<file path="config.mk">
export PLATFORM = sky130hd
export DESIGN_NAME = serial_add_ctrl
export DESIGN_NICKNAME = d
export VERILOG_FILES = /design/src/rtl/serial_add_ctrl_pkg.sv /design/src/rtl/serial_add_ctrl_adder.sv /design/src/rtl/serial_add_ctrl.sv
export SDC_FILE = /design/constraint.sdc
export NUM_CORES = 1
export LEC_CHECK = 0
export ABC_AREA = 1
export CAP_MARGIN = 20
export CORE_UTILIZATION = 36
export DETAILED_ROUTE_END_ITERATION = 10
export RECOVER_POWER = 50
export SYNTH_ARGS = -nofsm -noshare
export SYNTH_HDL_FRONTEND = slang
export SYNTH_SLANG_ARGS = --single-unit
</file>
<file path="constraint.sdc">
create_clock -name clk -period 2.67 [get_ports clk]
set_clock_uncertainty 0.1 [all_clocks]
set_input_delay 0.4005 -clock clk [delete_from_list [all_inputs] [get_ports clk]]
set_output_delay 0.4005 -clock clk [all_outputs]
set_load 0.005 [all_outputs]
</file>
<file path="src/rtl/serial_add_ctrl_pkg.sv">
// Shared definitions for the bit-serial adder controller: FSM state type
// and the default operand width.
package serial_add_ctrl_pkg;

    localparam int DEFAULT_WIDTH = 8;

    typedef enum logic [1:0] {
        IDLE = 2'd0,
        RUN  = 2'd1,
        DONE = 2'd2
    } state_t;

endpackage

</file>
<file path="src/rtl/serial_add_ctrl_adder.sv">
// One-bit full adder cell used by the serial adder; purely combinational.
module adder (
    input  logic A,
    input  logic B,
    input  logic Ci,
    output logic S,
    output logic Co
);

    assign S  = A ^ B ^ Ci;
    assign Co = (A & B) | (Ci & (A ^ B));

endmodule

</file>
<file path="src/rtl/serial_add_ctrl.sv">
// Bit-serial adder: one full-adder cell, LSB first, WIDTH cycles per operation.
// Handshake: a transfer happens on a rising edge where valid and ready are both 1.
module serial_add_ctrl
    import serial_add_ctrl_pkg::*;
#(
    parameter int WIDTH = DEFAULT_WIDTH
) (
    input  logic             clk,
    input  logic             rst,
    input  logic             in_valid,
    output logic             in_ready,
    input  logic [WIDTH-1:0] a,
    input  logic [WIDTH-1:0] b,
    input  logic             ci,
    output logic             out_valid,
    input  logic             out_ready,
    output logic [WIDTH-1:0] sum,
    output logic             co,
    output logic             ovf,
    output logic [1:0]       fsm_state
);

    localparam int CNT_W = (WIDTH > 1) ? $clog2(WIDTH) : 1;
    localparam logic [CNT_W-1:0] LAST = CNT_W'(WIDTH - 1);

    state_t           state;
    logic [CNT_W-1:0] cnt;
    logic [WIDTH-1:0] a_sr;
    logic [WIDTH-1:0] b_sr;
    logic [WIDTH-2:0] sum_sr;
    logic             carry;

    logic             cell_s;
    logic             cell_co;
    logic [WIDTH-1:0] sum_next;

    adder u_cell (
        .A  (a_sr[0]),
        .B  (b_sr[0]),
        .Ci (carry),
        .S  (cell_s),
        .Co (cell_co)
    );

    // New sum bits enter at the top; on the last cycle this is the full result.
    assign sum_next  = {cell_s, sum_sr};
    assign fsm_state = state;

    always_ff @(posedge clk) begin
        if (rst) begin
            state     <= IDLE;
            cnt       <= '0;
            a_sr      <= '0;
            b_sr      <= '0;
            sum_sr    <= '0;
            carry     <= 1'b0;
            sum       <= '0;
            co        <= 1'b0;
            ovf       <= 1'b0;
            in_ready  <= 1'b1;
            out_valid <= 1'b0;
        end else begin
            case (state)
                IDLE: begin
                    if (in_valid) begin
                        a_sr     <= a;
                        b_sr     <= b;
                        carry    <= ci;
                        cnt      <= '0;
                        state    <= RUN;
                        in_ready <= 1'b0;
                    end
                end
                RUN: begin
                    sum_sr <= sum_next[WIDTH-1:1];
                    carry  <= cell_co;
                    a_sr   <= a_sr >> 1;
                    b_sr   <= b_sr >> 1;
                    if (cnt == LAST) begin
                        // carry still holds the carry into the MSB here
                        sum       <= sum_next;
                        co        <= cell_co;
                        ovf       <= carry ^ cell_co;
                        state     <= DONE;
                        out_valid <= 1'b1;
                    end else begin
                        cnt <= cnt + CNT_W'(1);
                    end
                end
                DONE: begin
                    if (out_ready) begin
                        state     <= IDLE;
                        out_valid <= 1'b0;
                        in_ready  <= 1'b1;
                    end
                end
                default: begin
                    state     <= IDLE;
                    in_ready  <= 1'b1;
                    out_valid <= 1'b0;
                end
            endcase
        end
    end

endmodule

</file>
After elaboration in Yosys (flattened, before gate mapping)

Cells that the tools add are included.
W data, S select, Z words.

Register bits after elaboration: 41
Input bits: 21
Output and inout port bits: 14
Word-level logic and storage cells: 54

$add $sub $neg: 1
Equality and inequality tests: 7
Multiplexer cells: 19
Bitwise logic cells: 8
Reductions and logical operators: 8

Operators with widths:

| operator              | count |
|---|---|
| $pmux W8 S2           | 2 |
| $mux W8               | 2 |
| $reduce_and A3 Y1     | 4 |
| $ne A2 B2 Y1 const B  | 4 |
| $mux W2               | 3 |
| $mux W3               | 2 |
| $pmux W1 S3           | 2 |
| $pmux W2 S3           | 1 |
| $pmux W3 S2           | 1 |
| $mux W1               | 5 |
| $reduce_and A2 Y1     | 2 |
| $add A3 B1 Y3 const B | 1 |
| $eq A3 B3 Y1 const B  | 1 |
| $xor A1 B1 Y1         | 3 |
| $and A1 B1 Y1         | 2 |
| $eq A2 B1 Y1 const B  | 1 |
| $eq A2 B2 Y1 const B  | 1 |
| $logic_not A2 Y1      | 1 |
| $not A1 Y1            | 2 |
| $pmux W1 S2           | 1 |
| $reduce_bool A2 Y1    | 1 |
| $or A1 B1 Y1          | 1 |

Logic depth before layout (Yosys ltp)

Word-level depth: 4
Mapped depth: 8
Gate-level depth less buffers: 7

Modules after synthesis

A second synthesis with hierarchy kept.

Cell total of the unflattened synthesis: 245
Area, all modules: 1731.7 sq um

By module, submodules not included:

| module          | times used | cells an instance | area each (sq um) | sequential area each (sq um) |
|---|---|---|---|---|
| serial_add_ctrl | 1          | 244               | 1711.6            | 820.8 |
| adder           | 1          | 1                 | 20.0              | 0.0 |

Worst setup path after synthesis

Ideal clock, no wire load.

Path kind: register to register
From: register cnt[0]
To: register cnt[0]
Setup time: 0.113 ns
Arrival time: 1.077 ns
Data required time: 2.457 ns
Setup slack: 1.380 ns
Stages on the path, launching flop included: 7
Path buffers: 0
Clock period less this slack: 1.290 ns
Cell sequence: dfxtp_1 > ha_1 > ha_1 > a21oi_1 > nand3_1 > nand2_1 > nor2_1

Word-level cells in the longest chain between the ends: 3
Elaborated cells between the ends (all ways): 6
Classes of those cells: add/sub: 1; eq/ne: 2; mux: 2; reduce/logical: 1

Ends and longest elaborated chain:

| element                                          | RTL line                                     | text |
|---|---|---|
| start, declared                                  | serial_add_ctrl.sv:27                        | `logic [CNT_W-1:0] cnt;` |
| start signal, assigned                           | serial_add_ctrl.sv:87                        | `cnt <= cnt + CNT_W'(1);` |
| $add A3 B1 Y3 or $eq A3 B3 Y1 (tied branches)    | serial_add_ctrl.sv:87, serial_add_ctrl.sv:79 |  |
| $mux W3 or $ne A2 B2 Y1 (tied branches)          | n/a                                          |  |
| $pmux W3 S2 or $reduce_and A3 Y1 (tied branches) | n/a                                          |  |

Several ways; a longest one is shown, not always the timed one. The select of a mux whose other input is x is not followed.
A chain may end at the register's enable or synchronous reset.

Worst setup path in the final report

From: register state[0] (netlist: fsm_state[0])
To: register sum[6]

Word-level cells in the longest chain between the ends: 2

Ends and longest elaborated chain:

| element                            | RTL line              | text |
|---|---|---|
| start, declared                    | serial_add_ctrl.sv:26 | `state_t state;` |
| start signal, assigned             | serial_add_ctrl.sv:51 | `state <= IDLE;` |
| start signal, assigned             | serial_add_ctrl.sv:70 | `state <= RUN;` |
| start signal, assigned             | serial_add_ctrl.sv:84 | `state <= DONE;` |
| $eq A2 B1 Y1                       | serial_add_ctrl.sv:63 | `case (state)` |
| $reduce_and A2 Y1 (no source line) | n/a                   |  |
| end signal, assigned               | serial_add_ctrl.sv:81 | `sum <= sum_next;` |
| end, declared                      | serial_add_ctrl.sv:17 | `output logic [WIDTH-1:0] sum,` |

No other way between the ends.

==> flow_summary_export.csv <==
group,metric,value,unit
cts,post_cts_buffers,0,
placed_design,io_buffers,34,
synthesis,avgSynthCellArea,6.96,sq um
setup_path,critPathBufInv,2,
pwr,p_leak,1.08,nW
route,totalWireLength,3760,um
route,vias,1638,
route,first_pass_iters,6,
setup_path,critPathMaxFanout,12,
pwr,seqPwrFrac,48.2,%
cts,postCtsHoldBufs,0,
placed_design,gp_congestion,0.775,
setup_path,crit_chain,"buf_4 -> inv_1 -> nor2_1 -> nand2_1 -> nor2_1 -> nor2_1",
cts,cts_made_buffers,5,
floorplanning,core-area,5170,sq um
cts,cts_sinks,41,
cts,htreeDepth,2,
timing,final-setup-viol-count,0,
outcome,status,"complete, no violations",
synthesis,synth_common_cells,"nand2_1 (98), nor2_1 (49), dfxtp_1 (41), inv_1 (23)",
cts,cts_buffer_depth,2,
floorplanning,die_area,5710,sq um
synthesis,synthDistinctLibCells,23,
global_route,grt_pass1_vias,1469,
cts,clock_latency,0.29,ns
synthesis,yosys.area.top_type,"dfxtp_1",
cts,cts_resized,0,
synthesis,synth_most_common_cell,"nand2_1",
route,antenna_left,0,
timing,fmax,491,MHz
pwr,p_switching,0.000370,W
setup_path,cp_data_arrival_time,2.13,ns
floorplanning,die_h,75.6,um
job,drv_cap,0,
final_layout,fin_nets,338,
route,post-route-drc-count,0,
setup_path,critPathMostFrequentCell,"nor2_1",
timing,setup-tns-final,0,ns
timing,rsz0062_at_grt,"false",
timing,relSlewSlack,57.0,%
synthesis,synth_flop_cell,"dfxtp_1",
pwr,p_comb_share,15.4,%
final_layout,syn_to_final_growth,23.6,%
synthesis,ys_top_cells_by_area,"dfxtp_1 (42%), nand2_1 (19%), nor2_1 (9.4%)",
timing,fin_crit,2.04,ns
global_route,overflow,0,
synthesis,ys_warn_count,0,
timing,finalHoldViolCount,0,
cts,cts_tree,"done",
setup_path,critPathKind,"register to register",
timing,whs,0.356,ns
route,drt_iter0_markers,70,
hold_path,hold_path_class,"register to register",
floorplanning,chipWidth,75.6,um
route,vias_per_cell,4.25,
setup_path,cp_top_family,"simple AND/OR/NAND/NOR gates",
synthesis,yosys.area.top_type_share,42.1,%
synthesis,async_flop_share,0,%
pwr,internal_power,0.00103,W
setup_path,worstSetupEndpointType,"register",
timing,setup_slack,0.635,ns
synthesis,synth_edf_count,0,
synthesis,syn_nets,304,
pwr,vdd_drop_max,0.000208,V
final_layout,antennaDiodeCount,0,
floorplanning,start_util,37.7,%
global_route,grt.total_usage,14.7,%
global_route,antenna_found_initial,0,
setup_path,cp-start-kind,"register",
setup_path,slowest_stage,"nor2_1",
cts,cts-root-buf,"clkbuf_8",
route,wl_per_cell,9.77,um
pwr,finalPower,0.00140,W
placed_design,detailed_place_hpwl,2580,um
pwr,p_per_area,579,nW/um^2
cts,path_clk_slew,0.08,ns
floorplanning,num_io_pins,35,
global_route,grt_pass1_wl,6380,um
placed_design,dpl_worst_slack,0.846,ns
timing,finalMaxSlewViolations,0,
setup_path,slowest_delay,0.50,ns
synthesis,ys_seq_area_share,42.1,%
synthesis,synth.cell_area,1950,sq um
pwr,switching_share,26.5,%
final_layout,drive_gt1_share,10.2,%
timing,tightest_slew,0.642,ns
synthesis,postSynthCellCount,280,
timing,period_share,76.2,%
global_route,grt_max_degree,33,
pwr,p_clk_share,36.4,%
floorplanning,rows,26,
synthesis,ys_ff_latch,41,
setup_path,worstPathRequired,2.76,ns
-- logic make-up (layout without fill, tap and decap cells) --
logic type | Yosys count | in the layout | synth area share (%)
simple gates | 173 | 173 | 37.4
flops | 41 | 41 | 42.1
buf+inv | 38 | 73 | 10.7
compound gates | 24 | 24 | 7.12
fa+ha+maj | 3 | 3 | 2.31
xor+xnor | 1 | 1 | 0.449
-- worst register-to-register path, cell delays in order (launching register included) --
cell and delay, ns:
dfxtp_1 0.31, buf_4 0.19, inv_1 0.08, nor2_1 0.50, nand2_1 0.46, nor2_1 0.24, nor2_1 0.06
-- power by group through the flow --
| stage | clock, W | combinational (W) | sequential, W |
|---|---|---|---|
| after floorplan | 0 | 0.000170 | 0.000684 |
| after global placement | 0 | 0.000221 | 0.000687 |
| after detailed placement | 0 | 0.000222 | 0.000687 |
| after CTS | 0.000521 | 0.000222 | 0.000673 |
| after global routing | 0.000547 | 0.000250 | 0.000679 |
| final | 0.000508 | 0.000215 | 0.000673 |
-- cells in the final DEF, fill, tap and decap left out, types with 2 or more instances in the layout --
| cell type | n |
|---|---|
| nand2_1 | 99 |
| nor2_1 | 50 |
| dfxtp_1 | 41 |
| clkdlybuf4s50_1 | 32 |
| inv_1 | 24 |
| nor2_2 | 12 |
| o21ai_0 | 12 |
| a21oi_1 | 9 |
| nand3_1 | 8 |
| clkbuf_8 | 5 |
| buf_4 | 4 |
| nand2_2 | 2 |
| a21oi_2 | 2 |
| ha_1 | 2 |
| dlygate4sd3_1 | 2 |
| clkbuf_1 | 2 |
-- flip-flops by register name, summed over array words and instances (netlist names), 2 cells and up --
name,count
b_sr,8
sum,8
sum_sr,7
a_sr,8
cnt,3
fsm_state,2
-- worst paths after layout --
path                                   start   endpoint  slack (ns)  cells past startpoint
worst max register to register  fsm_state[0]     sum[6]        0.63                      6
worst min-delay path               out_valid  out_valid        0.36                      2
worst max-delay path            fsm_state[0]     sum[6]        0.63                      6
worst min register to register     out_valid  out_valid        0.36                      2
-- stage by stage --
stage / area, sq um / util, % / std cells
3_3_place_gp: 2310 / 44.7 / 377
3_5_place_dp: 2310 / 44.7 / 377
4_1_cts: 2430 / 46.9 / 385
6_report: 2410 / 46.6 / 385
5_1_grt: 2410 / 46.6 / 385
2_1_floorplan: 1950 / - / 280
-- layer usage --
layer,routed length [um],vias up,track usage [%]
li1,-,907,-
met5,0,-,0
met3,123,6,3.17
met2,1680,29,23.8
met4,61,0,5.56
met1,1900,696,19.4
-- cell type report --
cell class,count,area [sq um]
clock inverters,3,46.3
multi-input cells,201,911
repair buffers,40,378
clock buffers,5,68.8
flip-flops and latches,41,821
inverters,25,96.3
fillers,531,2760
well taps,70,87.6
Power figures use the tool's default switching activity.
